$ cat config.mk
export PLATFORM = sky130hd
export DESIGN_NAME = multicycle_ctrl_flat
export DESIGN_NICKNAME = d
export VERILOG_FILES = /design/src/rtl/multicycle_ctrl_if.sv /design/src/rtl/multicycle_ctrl.sv /design/src/flat_wrapper.sv
export SDC_FILE = /design/constraint.sdc
export NUM_CORES = 1
export LEC_CHECK = 0
export CAP_MARGIN = 0
export CORE_MARGIN = 2
export CORE_UTILIZATION = 33
export CTS_CLUSTER_SIZE = 8
export DETAILED_ROUTE_END_ITERATION = 8
export GPL_TIMING_DRIVEN = 1
export PLACE_DENSITY = 0.85
export REMOVE_ABC_BUFFERS = 1
export SLEW_MARGIN = 30
export SYNTH_ARGS = -nofsm -noshare
export SYNTH_HDL_FRONTEND = slang
export SYNTH_SLANG_ARGS = --single-unit
export TNS_END_PERCENT = 50
$ cat constraint.sdc
create_clock -name clk -period 1.8 [get_ports clk]
set_input_delay 0.27 -clock clk [delete_from_list [all_inputs] [get_ports clk]]
set_output_delay 0.27 -clock clk [all_outputs]
set_load 0.01 [all_outputs]
$ cat src/rtl/multicycle_ctrl_if.sv
// multicycle_ctrl_if: control bundle between the RV32I multi-cycle controller and its datapath
// master = controller (consumes instr/flags/ready, drives strobes and mux selects), slave = datapath
interface multicycle_ctrl_if #(parameter int STATE_W = 4);
    logic [31:0]        instr;
    logic               zero;
    logic               imem_ready;
    logic               dmem_ready;
    logic               ir_write;
    logic               pc_write;
    logic               adr_src;
    logic               mem_read;
    logic               mem_write;
    logic               reg_write;
    logic [2:0]         ImmSrc;
    logic [1:0]         alu_src_a;
    logic [1:0]         alu_src_b;
    logic [2:0]         alu_ctrl;
    logic [1:0]         result_src;
    logic               illegal;
    logic [STATE_W-1:0] state_o;
    modport master (
        input  instr, zero, imem_ready, dmem_ready,
        output ir_write, pc_write, adr_src, mem_read, mem_write, reg_write,
        output ImmSrc, alu_src_a, alu_src_b, alu_ctrl, result_src, illegal, state_o
    );
    modport slave (
        output instr, zero, imem_ready, dmem_ready,
        input  ir_write, pc_write, adr_src, mem_read, mem_write, reg_write,
        input  ImmSrc, alu_src_a, alu_src_b, alu_ctrl, result_src, illegal, state_o
    );
endinterface

$ cat src/rtl/multicycle_ctrl.sv
// multicycle_ctrl: RV32I multi-cycle control FSM sequencing fetch/decode/execute/memory/writeback
// clk, rst (sync, active-high); bus.master carries instr/zero/imem_ready/dmem_ready in and
// ir_write/pc_write/adr_src/mem_read/mem_write/reg_write/ImmSrc/alu_src_a/alu_src_b/alu_ctrl/
// result_src/illegal/state_o out
module multicycle_ctrl #(
    parameter bit ILLEGAL_TRAP = 1'b1,
    parameter int STATE_W      = 4
) (
    input  logic              clk,
    input  logic              rst,
    multicycle_ctrl_if.master bus
);
    typedef enum logic [3:0] {
        FETCH, DECODE, MEMADR, MEMRD, MEMWB, MEMWR, EXECR, EXECI,
        ALUWB, BRANCH, JAL, JALR, LUI, TRAP
    } state_t;
    localparam logic [6:0] OP_LD = 7'b0000011, OP_ST = 7'b0100011, OP_R = 7'b0110011,
                           OP_I = 7'b0010011, OP_BR = 7'b1100011, OP_JAL = 7'b1101111,
                           OP_JALR = 7'b1100111, OP_LUI = 7'b0110111;
    state_t state, state_nx, dec_nx, bad;
    logic [6:0] op;
    logic [2:0] f3, imm_dec;
    assign op = bus.instr[6:0];
    assign f3 = bus.instr[14:12];
    assign bad = ILLEGAL_TRAP ? TRAP : FETCH;
    assign imm_dec = op == OP_ST  ? 3'b010 :
                     op == OP_BR  ? 3'b011 :
                     op == OP_JAL ? 3'b100 :
                     op == OP_LUI ? 3'b001 : 3'b000;
    // funct3 011 (sltu) has no ALU op here, and only beq/bne are supported
    assign dec_nx = (op == OP_LD || op == OP_ST)      ? MEMADR :
                    (op == OP_R && f3 != 3'b011)      ? EXECR  :
                    (op == OP_I && f3 != 3'b011)      ? EXECI  :
                    (op == OP_BR && f3[2:1] == 2'b00) ? BRANCH :
                    op == OP_JAL                      ? JAL    :
                    op == OP_JALR                     ? JALR   :
                    op == OP_LUI                      ? LUI    : bad;
    function automatic logic [2:0] alu_op(input logic [2:0] f, input logic sub);
        return f == 3'b000 ? {2'b00, sub} :
               f == 3'b111 ? 3'b010 :
               f == 3'b110 ? 3'b011 :
               f == 3'b100 ? 3'b100 :
               f == 3'b010 ? 3'b101 :
               f == 3'b001 ? 3'b110 :
               f == 3'b101 ? 3'b111 : 3'b000;
    endfunction
    always_ff @(posedge clk) begin
        state <= rst ? FETCH : state_nx;
    end
    always_comb begin
        state_nx = FETCH;
        case (state)
            FETCH:   state_nx = bus.imem_ready ? DECODE : FETCH;
            DECODE:  state_nx = dec_nx;
            MEMADR:  state_nx = op == OP_ST ? MEMWR : MEMRD;
            MEMRD:   state_nx = bus.dmem_ready ? MEMWB : MEMRD;
            MEMWR:   state_nx = bus.dmem_ready ? FETCH : MEMWR;
            EXECR:   state_nx = ALUWB;
            EXECI:   state_nx = ALUWB;
            JALR:    state_nx = JAL;
            JAL:     state_nx = ALUWB;
            LUI:     state_nx = ALUWB;
            TRAP:    state_nx = TRAP;
            default: state_nx = FETCH;
        endcase
    end
    // reset forces every output to its idle default so no write can land in the reset cycle
    always_comb begin
        bus.ir_write   = 1'b0;
        bus.pc_write   = 1'b0;
        bus.adr_src    = 1'b0;
        bus.mem_read   = 1'b0;
        bus.mem_write  = 1'b0;
        bus.reg_write  = 1'b0;
        bus.ImmSrc     = 3'b000;
        bus.alu_src_a  = 2'b00;
        bus.alu_src_b  = 2'b00;
        bus.alu_ctrl   = 3'b000;
        bus.result_src = 2'b00;
        bus.illegal    = 1'b0;
        if (!rst) begin
            bus.ImmSrc = (state == FETCH || state == TRAP) ? 3'b000 : imm_dec;
            case (state)
                FETCH: begin
                    bus.mem_read = 1'b1;
                    if (bus.imem_ready) begin
                        bus.ir_write   = 1'b1;
                        bus.pc_write   = 1'b1;
                        bus.alu_src_b  = 2'b10;
                        bus.result_src = 2'b10;
                    end
                end
                DECODE: begin
                    bus.alu_src_a = 2'b01;
                    bus.alu_src_b = 2'b01;
                end
                MEMADR, JALR: begin
                    bus.alu_src_a = 2'b10;
                    bus.alu_src_b = 2'b01;
                end
                MEMRD: begin
                    bus.adr_src  = 1'b1;
                    bus.mem_read = 1'b1;
                end
                MEMWB: begin
                    bus.result_src = 2'b01;
                    bus.reg_write  = 1'b1;
                end
                MEMWR: begin
                    bus.adr_src   = 1'b1;
                    bus.mem_write = 1'b1;
                end
                EXECR: begin
                    bus.alu_src_a = 2'b10;
                    bus.alu_ctrl  = alu_op(f3, bus.instr[30]);
                end
                EXECI: begin
                    bus.alu_src_a = 2'b10;
                    bus.alu_src_b = 2'b01;
                    bus.alu_ctrl  = alu_op(f3, 1'b0);
                end
                ALUWB: bus.reg_write = 1'b1;
                BRANCH: begin
                    bus.alu_src_a = 2'b10;
                    bus.alu_ctrl  = 3'b001;
                    bus.pc_write  = bus.zero ^ f3[0];
                end
                JAL: begin
                    bus.pc_write  = 1'b1;
                    bus.alu_src_a = 2'b01;
                    bus.alu_src_b = 2'b10;
                end
                LUI: begin
                    bus.alu_src_a = 2'b11;
                    bus.alu_src_b = 2'b01;
                end
                TRAP: bus.illegal = 1'b1;
                default: ;
            endcase
        end
    end
    assign bus.state_o = STATE_W'(state);
endmodule
$ cat src/flat_wrapper.sv
// flat-port wrapper written by rule: the top's interface ports become plain ports
module multicycle_ctrl_flat 
#(
    parameter bit ILLEGAL_TRAP = 1'b1,
    parameter int STATE_W      = 4
)
  (clk, rst, bus_instr, bus_zero, bus_imem_ready, bus_dmem_ready, bus_ir_write, bus_pc_write, bus_adr_src, bus_mem_read, bus_mem_write, bus_reg_write, bus_ImmSrc, bus_alu_src_a, bus_alu_src_b, bus_alu_ctrl, bus_result_src, bus_illegal, bus_state_o);
  multicycle_ctrl_if #(.STATE_W(STATE_W)) bus_i ();
  input  logic clk;
  input  logic rst;
  input wire logic [$bits(bus_i.instr)-1:0] bus_instr;
  input wire logic [$bits(bus_i.zero)-1:0] bus_zero;
  input wire logic [$bits(bus_i.imem_ready)-1:0] bus_imem_ready;
  input wire logic [$bits(bus_i.dmem_ready)-1:0] bus_dmem_ready;
  output wire logic [$bits(bus_i.ir_write)-1:0] bus_ir_write;
  output wire logic [$bits(bus_i.pc_write)-1:0] bus_pc_write;
  output wire logic [$bits(bus_i.adr_src)-1:0] bus_adr_src;
  output wire logic [$bits(bus_i.mem_read)-1:0] bus_mem_read;
  output wire logic [$bits(bus_i.mem_write)-1:0] bus_mem_write;
  output wire logic [$bits(bus_i.reg_write)-1:0] bus_reg_write;
  output wire logic [$bits(bus_i.ImmSrc)-1:0] bus_ImmSrc;
  output wire logic [$bits(bus_i.alu_src_a)-1:0] bus_alu_src_a;
  output wire logic [$bits(bus_i.alu_src_b)-1:0] bus_alu_src_b;
  output wire logic [$bits(bus_i.alu_ctrl)-1:0] bus_alu_ctrl;
  output wire logic [$bits(bus_i.result_src)-1:0] bus_result_src;
  output wire logic [$bits(bus_i.illegal)-1:0] bus_illegal;
  output wire logic [$bits(bus_i.state_o)-1:0] bus_state_o;
  assign bus_i.instr = bus_instr;
  assign bus_i.zero = bus_zero;
  assign bus_i.imem_ready = bus_imem_ready;
  assign bus_i.dmem_ready = bus_dmem_ready;
  assign bus_ir_write = bus_i.ir_write;
  assign bus_pc_write = bus_i.pc_write;
  assign bus_adr_src = bus_i.adr_src;
  assign bus_mem_read = bus_i.mem_read;
  assign bus_mem_write = bus_i.mem_write;
  assign bus_reg_write = bus_i.reg_write;
  assign bus_ImmSrc = bus_i.ImmSrc;
  assign bus_alu_src_a = bus_i.alu_src_a;
  assign bus_alu_src_b = bus_i.alu_src_b;
  assign bus_alu_ctrl = bus_i.alu_ctrl;
  assign bus_result_src = bus_i.result_src;
  assign bus_illegal = bus_i.illegal;
  assign bus_state_o = bus_i.state_o;
  multicycle_ctrl #(.ILLEGAL_TRAP(ILLEGAL_TRAP), .STATE_W(STATE_W)) u_core (.clk(clk), .rst(rst), .bus(bus_i));
endmodule
==> impl_results.md, run 1 <==
- Post-synth EDFFs: 0
- Max-slew violation count: 0
- Mapped cell area: roughly 770 um^2
- Power Dens Cells: 851 mW/mm^2
- Asr flop ratio synth: 0%
- Crit-path max FO: 5
- First-pass iteration count of the detailed router: 4
- Via-to-Cell Ratio: 5.51
- Finished Layout Cells: around 230
- Largest net degree at the start of global routing: 12
- CP required: roughly 1.5 ns
- CTS tree: done
- Max reg flops: 4
- Post-synth top cells: nand2_1, a21oi_1, nor2_1, nand2b_1, nor4_1
- Boundary Pins: 60
- Num CTS Buffers: 3
- FF-to-FF setup slack: 0.13 ns
- FILL cells: 180
- First-pass GRT wire length: 4790 um
- Fin crit share: around 99%
- CTS max path bufs: 2
- CTS clock-pin slew for the worst setup and hold paths: 0.04 ns
- Die ar.: 0.00273 mm^2
- Number of diodes: 0
- Most frequent cell after synthesis: nand2_1
- DP HPWL: between 2000 and 2500 um
- Leak: between 0.0006 and 0.0007 uW
- Synthesized netlist cell count: 119
- CP max stage cell: or3_4
- Avg Cell Area, Syn: 6.45 um^2
- Vias: 1240
- Vias in the first global route: 1186
- Gate power share: just under 80%
- Crit path cell chain: or3_4, a21oi_4, nor2_1, and3_1, buf_2
- Synth top area cells: dfxtp_1, nand2b_1, nor4_1, a21oi_1, nand2_1
- Yosys warning count: 0
- Top-area cell type share of the netlist area: 10.4%
- Sink Count: 4
- Overall Power: roughly 1300 uW
- Main synth FF type: dfxtp_1
- Worst hold path endpoint: u_core.bus.state_o[1]$_SDFF_PP0_
- Drt wl/cell: 14.5 um
- Sw Ratio: 44.0%
- Skew final: 0.00414 ns
- Worst hold stages: 2
- Max Clk Rate: roughly 0.56 GHz
- IO buf count: 38
- Crit end category: primary output
- Seq cells post-synth: 4
- Chip Width: 52.2 um
- Total placed cells including tap cells: 220
- Worst skew pair latency: 0.25 ns
- WS Path Type: flop to primary output
- Final Hold Violating Endpoints: 0
- Total Wirelength: 3270 um
- R2R Path End: u_core.bus.state_o[1]$_SDFF_PP0_
- Worst hold start: u_core.bus.state_o[1]$_SDFF_PP0_
- Status: completed
- Min Tclk post-route: 1.79 ns
- DP Worst Slack: -0.421 ns
- Flop pwr share: approximately 12%
- Num rows: 17
- Initial Util: 34.7%
- Least-Margin Pin Slew: 0.379 ns
- Net Sw Power: between 500 and 600 uW
- Sequential area share after synthesis: a little over a tenth
- Count of cell types in the netlist: 39
- Core ar.: 0.00221 mm^2
- R2R cell count: 6
- Crit-path max cell delay: 0.41 ns
- Final setup margin: 0.0133 ns
- Root buf cell: clkbuf_4
- Htree depth: 1
- Clock network power share: approximately a tenth
- Syn-to-layout area delta: 101%
- RSZ-0062 raised after global routing: yes
- Initial antenna violation count: 0
- Maximum VDD drop: 0.554 mV
- Layout cells sized above 1: 42.1%
- Global Route Usage Sum: 23.4%
- Hold Path Class: flop to flop
- Critical Path AT: between 1.5 and 2 ns
- Final Setup Violations: 0
- CP startpoint kind: flop
- Starting DRT DRC Count: 42
- NumNets Final: 236
- Max-Cap Viols: 0
- Yosys top cell by area: dfxtp_1
- Relative slew slack: 74.8%
- DIE HEIGHT: ~52 um
- Grt ovf: 0
- Internal power: 734 uW
- Residual DRC: 0
- Hold_buf cts: 0
- Final ANT Viol Nets: 0
- Worst R2R Start: u_core.bus.state_o[1]$_SDFF_PP0_
- GP Congestion: 0.893
## worst max-delay path: cells and delay by family (launching register included)
family,cells,cell delay (ns)
AND/OR/NAND/NOR,3,0.64
flip-flops,1,0.34
AO/OA/AOI/OAI,1,0.16
buffers and inverters,1,0.14
## power by group through the flow
stage | registers, uW | clock network, uW | logic (uW)
2_1_floorplan | 209 | 0 | 329
3_3_place_gp | 149 | 0 | 897
3_5_place_dp | 151 | 0 | 922
4_1_cts | 157 | 126 | 963
5_1_grt | 167 | 130 | 1100
6_report | 163 | 125 | 1020
## through the flow
stage / hold WS (ns) / util (%) / instance area [um^2] / TNS (ns)
2_1_floorplan: 0.425 / - / 721 / 0
3_3_place_gp: 0.657 / 66.6 / 1470 / -5.45
3_5_place_dp: 0.664 / 66.6 / 1470 / -6.08
4_1_cts: 0.651 / 67.5 / 1490 / 0
5_1_grt: 0.693 / 69.6 / 1540 / -0.118
6_report: 0.658 / 69.6 / 1540 / 0
## how the worst max path moves through the flow
stage | from | endpoint | depth (start not counted)
floorplan | u_core.bus.state_o[0]$_SDFF_PP0_ | bus_alu_src_a[0] | 4
global placement | bus_instr[2] | bus_ImmSrc[1] | 4
detailed placement | bus_instr[2] | bus_ImmSrc[1] | 4
CTS | u_core.bus.state_o[2]$_SDFF_PP0_ | bus_alu_src_a[1] | 5
global route | u_core.bus.state_o[2]$_SDFF_PP0_ | bus_reg_write | 6
finish | u_core.bus.state_o[0]$_SDFF_PP0_ | bus_ImmSrc[2] | 5
## layer usage
metal	track usage, %	wire length [um]	up-vias
met5	0	0	-
met4	14.5	64	0
met3	2.29	234	6
met2	41.4	1620	55
met1	26.7	1350	575
li1	-	-	604
## cells in the final DEF, fill, tap and decap left out, types with 4 or more instances in the layout
cell type        instances
nor2_1                   8
buf_2                    8
nand2_1                 10
nand2b_1                 8
clkbuf_2                 5
nor3b_1                  4
nor4_1                   5
nor3_1                   4
clkdlybuf4s50_1         17
dlygate4sd2_1            6
buf_4                   47
a21oi_1                  7
## repair_timing
action | in CTS | in global routing
cloned | 0 | 0
setup endpoints to repair | 20 | 18
resized for setup | 57 | 31
pin swaps | 3 | 2
buffers inserted | 2 | 0
## final cells by class
class	instances	area [um^2]	share of cell area, %
Clock buffer	3	22.5	1.46
Multi-Input combinational cell	103	722	46.9
Tap cell	28	35.0	2.27
Inverter	2	7.51	0.487
Timing Repair Buffer	85	663	43.1
Sequential cell	4	90.1	5.85
## cells by family after synthesis
kind of cell | after synthesis | share of synthesized area [%]
simple gates | 66 | 49.4
compound gates | 32 | 27.1
buf+inv | 12 | 7.01
flops | 4 | 10.4
xor+xnor | 3 | 3.43
mux | 2 | 2.61
No activity file was read; power rests on OpenSTA's default activity.
==> inputs of run 2 (changes only) <==
--- a/config.mk
+++ b/config.mk
@@ -6,12 +6,14 @@
 export NUM_CORES = 1
 export LEC_CHECK = 0
 export CAP_MARGIN = 0
+export CELL_PAD_IN_SITES_DETAIL_PLACEMENT = 2
+export CELL_PAD_IN_SITES_GLOBAL_PLACEMENT = 2
 export CORE_MARGIN = 2
-export CORE_UTILIZATION = 33
+export CORE_UTILIZATION = 15
 export CTS_CLUSTER_SIZE = 8
 export DETAILED_ROUTE_END_ITERATION = 8
 export GPL_TIMING_DRIVEN = 1
-export PLACE_DENSITY = 0.85
+export PLACE_DENSITY = 0.84
 export REMOVE_ABC_BUFFERS = 1
 export SLEW_MARGIN = 30
 export SYNTH_ARGS = -nofsm -noshare
==> run 2 against run 1 <==
Compared with the run above: power is 21% higher; hold slack worse by 0.011 ns; routed wire length up 29%; core utilization down 34 points; sequential cell count unchanged; global-route usage shrank 8.5 points; non-clock buffer count is 4 higher; first-iteration DRC count down 67%; worst setup slack improved by 0.0076 ns.
==> impl_results.md, run 2 (synthesis gave the netlist of run 1 again) <==
- Fin crit share: 98.8% (was 99.3%)
- Number of diodes: 0 (unchanged)
- WS Path Type: flop to primary output (unchanged)
- Core ar.: 0.00501 mm^2 (was 0.00221 mm^2)
- Power Dens Cells: 898 mW/mm^2 (was 851 mW/mm^2)
- Drt wl/cell: 15.6 um (was 14.5 um)
- Status: completed (unchanged)
- DP HPWL: 3380 um (was 2410 um)
- Final ANT Viol Nets: 0 (unchanged)
- Most frequent cells in the layout: buf_4, clkdlybuf4s50_1, buf_2 (was buf_4, clkdlybuf4s50_1, nand2_1)
- Vias: 1260 (was 1240)
- Crit end category: primary output (unchanged)
- Min Tclk post-route: 1.78 ns (was 1.79 ns)
- Finished Layout Cells: 271 (was 225)
- Syn-to-layout area delta: 131% (was 101%)
- DIE HEIGHT: 75.5 um (was 52.2 um)
- First-pass GRT wire length: 6640 um (was 4790 um)
- Sink Count: 4 (unchanged)
- Vias in the first global route: 1381 (was 1186)
- Total Wirelength: 4220 um (was 3270 um)
- Skew final: 0.000103 ns (was 0.00414 ns)
- Starting DRT DRC Count: 14 (was 42)
- CTS tree: done (unchanged)
- Worst skew pair latency: 0.21 ns (was 0.25 ns)
- IO buf count: 38 (unchanged)
- CP startpoint kind: flop (unchanged)
- Boundary Pins: 60 (unchanged)
- Max Clk Rate: 0.562 GHz (was 0.560 GHz)
- Htree depth: 1 (unchanged)
- Least-Margin Pin Slew: 0.337 ns (was 0.379 ns)
- CP required: 1.53 ns (about the same)
- Max-Cap Viols: 0 (unchanged)
- GP Congestion: 0.811 (was 0.893)
- RSZ-0062 raised after global routing: yes (unchanged)
- Max reg flops: 4 (unchanged)
- Final Hold Violating Endpoints: 0 (unchanged)
- Layout cells sized above 1: 51.7% (was 42.1%)
- Critical Path AT: 1.51 ns (was 1.52 ns)
- Leak: 0.000747 uW (was 0.000691 uW)
- Initial antenna violation count: 0 (unchanged)
- Final Setup Violations: 0 (unchanged)
- Commonest non-fill, non-tap cell in the layout: buf_4 (unchanged)
- Relative slew slack: 77.4% (was 74.8%)
- Fin area: 0.00177 mm^2 (was 0.00154 mm^2)
- Grt ovf: 0 (unchanged)
- Num CTS Buffers: 3 (unchanged)
- NumNets Final: 240 (was 236)
- Crit-path max FO: 6 (was 5)
- Hold Path Class: flop to flop (unchanged)
- Max-slew violation count: 0 (unchanged)
- CTS clock-pin slew for the worst setup and hold paths: 0.03 ns (was 0.04 ns)
- Residual DRC: 0 (unchanged)
- Largest net degree at the start of global routing: 13 (was 12)
- Num rows: 26 (was 17)
- Total placed cells including tap cells: 264 (was 220)
- Placement Cell Area: 0.00154 mm^2 (was 0.00147 mm^2)
- First-pass iteration count of the detailed router: 3 (was 4)
- Via-to-Cell Ratio: 4.65 (was 5.51)
- Root buf cell: clkbuf_8 (was clkbuf_4)
- Die ar.: 0.00570 mm^2 (was 0.00273 mm^2)
- Maximum VDD drop: 0.248 mV (was 0.554 mV)
- Chip Width: 75.5 um (was 52.2 um)
- Global Route Usage Sum: 14.9% (was 23.4%)
- Initial Util: 15.3% (was 34.7%)
- CTS max path bufs: 2 (unchanged)
## run 2: worst paths after layout
check	slack (ns)	cells after the start	to	start
setup / recovery	0.02	6	bus_alu_src_b[0]	u_core.bus.state_o[0]$_SDFF_PP0_
hold reg to reg	0.65	2	u_core.bus.state_o[3]$_SDFF_PP0_	u_core.bus.state_o[1]$_SDFF_PP0_
hold / removal	0.65	2	u_core.bus.state_o[3]$_SDFF_PP0_	u_core.bus.state_o[1]$_SDFF_PP0_
setup reg to reg	0.08	6	u_core.bus.state_o[1]$_SDFF_PP0_	u_core.bus.state_o[1]$_SDFF_PP0_
## run 2: area by class of cell
| type | instances | area [um^2] |
|---|---|---|
| multi-input combinational | 103 | 821 |
| timing repair buffer | 89 | 722 |
| inverter | 2 | 7.51 |
| tap | 70 | 87.6 |
| sequential | 4 | 92.6 |
| fill | 606 | 3240 |
| clock buffer | 3 | 41.3 |
## run 2: routing by layer
layer  vias up  wire length (um)  global-route usage, %
li1        618                 -                      -
met2        33              2390                   30.7
met5         -                 0                      0
met3         4               137                   1.19
met4         0                34                   2.73
met1       605              1660                   16.4
## run 2: critical path: stages, from the launching register on
cell	delay [ns]
dfxtp_4	0.36
or3_4	0.41
buf_6	0.13
o21ai_2	0.04
nand2_1	0.06
a21oi_1	0.15
buf_2	0.15
## run 2: timing repair
item                                    4_1_cts  5_1_grt
resized for setup                            83       38
setup buffers                                 3        1
pin swaps                                     8        9
hold buffers                                  0        0
endpoints found under the setup margin       20       19
## run 2: report_power, final
group          internal (uW)  switching, uW
registers                124           49.2
clock network            142           42.2
logic                    650            585
total                    915            676
## run 2: metrics by stage
| stage | TNS (ns) | hold WS [ns] | power [uW] | worst slack [ns] | utilization [%] |
|---|---|---|---|---|---|
| 2_1_floorplan | 0 | 0.425 | 539 | 0.0299 | - |
| 3_3_place_gp | -5.93 | 0.628 | 1100 | -0.504 | 30.8 |
| 3_5_place_dp | -6.63 | 0.661 | 1150 | -0.495 | 30.8 |
| 4_1_cts | -0.126 | 0.653 | 1480 | -0.0598 | 33.7 |
| 5_1_grt | -0.160 | 0.672 | 1710 | -0.0489 | 35.4 |
| 6_report | 0 | 0.647 | 1590 | 0.0209 | 35.4 |
==> inputs of run 3 (changes only) <==
--- a/config.mk
+++ b/config.mk
@@ -8,14 +8,14 @@
 export CAP_MARGIN = 0
 export CELL_PAD_IN_SITES_DETAIL_PLACEMENT = 2
 export CELL_PAD_IN_SITES_GLOBAL_PLACEMENT = 2
-export CORE_MARGIN = 2
 export CORE_UTILIZATION = 15
 export CTS_CLUSTER_SIZE = 8
 export DETAILED_ROUTE_END_ITERATION = 8
 export GPL_TIMING_DRIVEN = 1
 export PLACE_DENSITY = 0.84
+export RECOVER_POWER = 25
 export REMOVE_ABC_BUFFERS = 1
-export SLEW_MARGIN = 30
+export SLEW_MARGIN = 20
 export SYNTH_ARGS = -nofsm -noshare
 export SYNTH_HDL_FRONTEND = slang
 export SYNTH_SLANG_ARGS = --single-unit
==> run 3 against run 2 <==
Compared with the run above: the flow now finishes with violations (negative setup slack); routed wire length grew 0.28%; register-to-register slack gained 0.07 ns; power shrank 5.1%; die area shrank 5.2%; highest routed layer unchanged.
==> impl_results.md, run 3 (synthesis gave the netlist of run 1 again) <==
- Syn-to-layout area delta: 113% (was 131%)
- Initial antenna violation count: 0 (unchanged)
- Critical Path AT: 1.58 ns (was 1.51 ns)
- Worst skew pair latency: 0.23 ns (was 0.21 ns)
- Least-Margin Pin Slew: 0.333 ns (was 0.337 ns)
- Total Wirelength: 4230 um (was 4220 um)
- Max reg flops: 4 (unchanged)
- Vias: 1220 (was 1260)
- Max-Cap Viols: 0 (unchanged)
- Global Route Usage Sum: 16.9% (was 14.9%)
- Root buf cell: clkbuf_8 (unchanged)
- Number of diodes: 0 (unchanged)
- Starting DRT DRC Count: 22 (was 14)
- Leak: 0.000694 uW (was 0.000747 uW)
- Num rows: 25 (was 26)
- Boundary Pins: 60 (unchanged)
- Crit end category: primary output (unchanged)
- IO buf count: 38 (unchanged)
- RSZ-0062 raised after global routing: yes (unchanged)
- Most frequent cells in the layout: buf_4, clkdlybuf4s50_1, nand2_1 (was buf_4, clkdlybuf4s50_1, buf_2)
- Hold_buf cts: 0 (unchanged)
- Clock network power share: 13.6% (was 11.6%)
- Layout cells sized above 1: 47.2% (was 51.7%)
- Buf/Inv on CP: 2 (unchanged)
- CP required: 1.53 ns (about the same)
- Net Sw Power: 667 uW (was 676 uW)
- Final Hold Violating Endpoints: 0 (unchanged)
- Crit path cell chain: or3b_4, o21ai_2, nand2b_1, buf_4, a21oi_2, buf_2 (was or3_4, buf_6, o21ai_2, nand2_1, a21oi_1, buf_2)
- Max-slew violation count: 0 (unchanged)
- Crit-path max cell delay: 0.41 ns (about the same)
- Final setup margin: -0.0478 ns (was 0.0209 ns)
- Chip Width: 73.5 um (was 75.5 um)
- Maximum VDD drop: 0.286 mV (was 0.248 mV)
- GP Congestion: 0.805 (was 0.811)
- Critical path's top delay family: simple AND/OR/NAND/NOR gates (unchanged)
- CTS tree: done (unchanged)
- Skew final: 0.00168 ns (was 0.000103 ns)
- Via-to-Cell Ratio: 4.69 (was 4.65)
- Relative slew slack: 77.7% (was 77.4%)
- CP startpoint kind: flop (unchanged)
- CTS max path bufs: 2 (unchanged)
- First-pass iteration count of the detailed router: 4 (was 3)
- Final core utilization: 33.9% (was 35.4%)
- Sink Count: 4 (unchanged)
- Internal power: 844 uW (was 915 uW)
- WS Path Type: flop to primary output (unchanged)
- Fin crit share: 103% (was 98.8%)
- Grt ovf: 0 (unchanged)
- Hold Path Class: input port to flop (was flop to flop)
- Power Dens Cells: 924 mW/mm^2 (was 898 mW/mm^2)
- Gate power share: 74.8% (was 77.6%)
- Drt wl/cell: 16.3 um (was 15.6 um)
- Max Clk Rate: 0.541 GHz (was 0.562 GHz)
- DP HPWL: 3160 um (was 3380 um)
- Core ar.: 0.00482 mm^2 (was 0.00501 mm^2)
- NumNets Final: 232 (was 240)
- First-pass GRT wire length: 7070 um (was 6640 um)
- Flop pwr share: 11.7% (was 10.9%)
- Crit-path max FO: 7 (was 6)
- Failing checks: negative setup slack
- Residual DRC: 0 (unchanged)
- Vias in the first global route: 1401 (was 1381)
- Status: finished with violations (was completed)
- DIE HEIGHT: 73.5 um (was 75.5 um)
- Sw Ratio: 44.2% (was 42.5%)
- Die ar.: 0.00540 mm^2 (was 0.00570 mm^2)
- Num CTS Buffers: 3 (unchanged)
- CP max stage cell: or3b_4 (was or3_4)
- Overall Power: 1510 uW (was 1590 uW)
- Commonest non-fill, non-tap cell in the layout: buf_4 (unchanged)
- FILL cells: 585 (was 606)
- CTS clock-pin slew for the worst setup and hold paths: 0.04 ns (was 0.03 ns)
- Largest net degree at the start of global routing: 14 (was 13)
- Initial Util: 15.9% (was 15.3%)
- Htree depth: 1 (unchanged)
- Min Tclk post-route: 1.85 ns (was 1.78 ns)
- Final ANT Viol Nets: 0 (unchanged)
- Final Setup Violations: 1 (was 0)
## run 3: cell count changes in the layout (fill, tap and decap cells not counted), moves of 3 or more
cell             change
buf_4                -7
dlygate4sd3_1        +3
dlygate4sd2_1        +6
clkdlybuf4s15_1      -3
## run 3: power groups by stage
stage	Combinational, uW	Clock [uW]	Sequential, uW
detailed placement	945	0	157
global route	1220	215	179
CTS	1060	198	170
finish	1130	205	176
global placement	908	0	151
floorplan	329	0	209
## run 3: layer usage
layer	up-vias	global-route usage (%)	wire (um)
li1	599	-	-
met1	595	20.4	1880
met2	22	31.5	2200
met3	4	2.47	109
met4	0	3.21	36
met5	-	0	0
## run 3: final timing paths
check	from	depth (start not counted)	slack, ns	endpoint
max	u_core.bus.state_o[2]$_SDFF_PP0_	6	-0.05	bus_alu_src_b[0]
min	bus_instr[2]	4	0.57	u_core.bus.state_o[0]$_SDFF_PP0_
max reg2reg	u_core.bus.state_o[1]$_SDFF_PP0_	6	0.15	u_core.bus.state_o[1]$_SDFF_PP0_
min reg2reg	u_core.bus.state_o[3]$_SDFF_PP0_	3	0.73	u_core.bus.state_o[1]$_SDFF_PP0_
## run 3: repair_timing
action	CTS	global route
pin swaps	4	5
endpoints found under the setup margin	22	19
gates resized for setup	72	36
setup buffers	2	1
## run 3: layout make-up
cell class                 count  area (um^2)  area share [%]
timing repair buffer          81          638            39.0
clock buffer                   3         41.3            2.52
tap                           67         83.8            5.13
multi-input combinational    103          764            46.7
inverter                       2         12.5           0.765
sequential                     4         95.1            5.81
## run 3: stage by stage
| step | setup WS, ns | instance area, um^2 | hold WS [ns] | setup TNS, ns | std cells |
|---|---|---|---|---|---|
| after floorplan | 0.0299 | 721 | 0.425 | 0 | 109 |
| after CTS | -0.245 | 1580 | 0.715 | -0.345 | 259 |
| after global placement | -0.380 | 1490 | 0.681 | -5.57 | 254 |
| after global routing | -0.0911 | 1640 | 0.591 | -0.191 | 260 |
| final | -0.0478 | 1640 | 0.568 | -0.0478 | 260 |
| after detailed placement | -0.457 | 1490 | 0.730 | -6.69 | 254 |
## run 3: tightest hold or removal path, stage by stage
cell and delay [ns]:
dlymetal6s2s_1 0.12, buf_4 0.15, a31oi_1 0.07, o2bb2ai_1 0.13
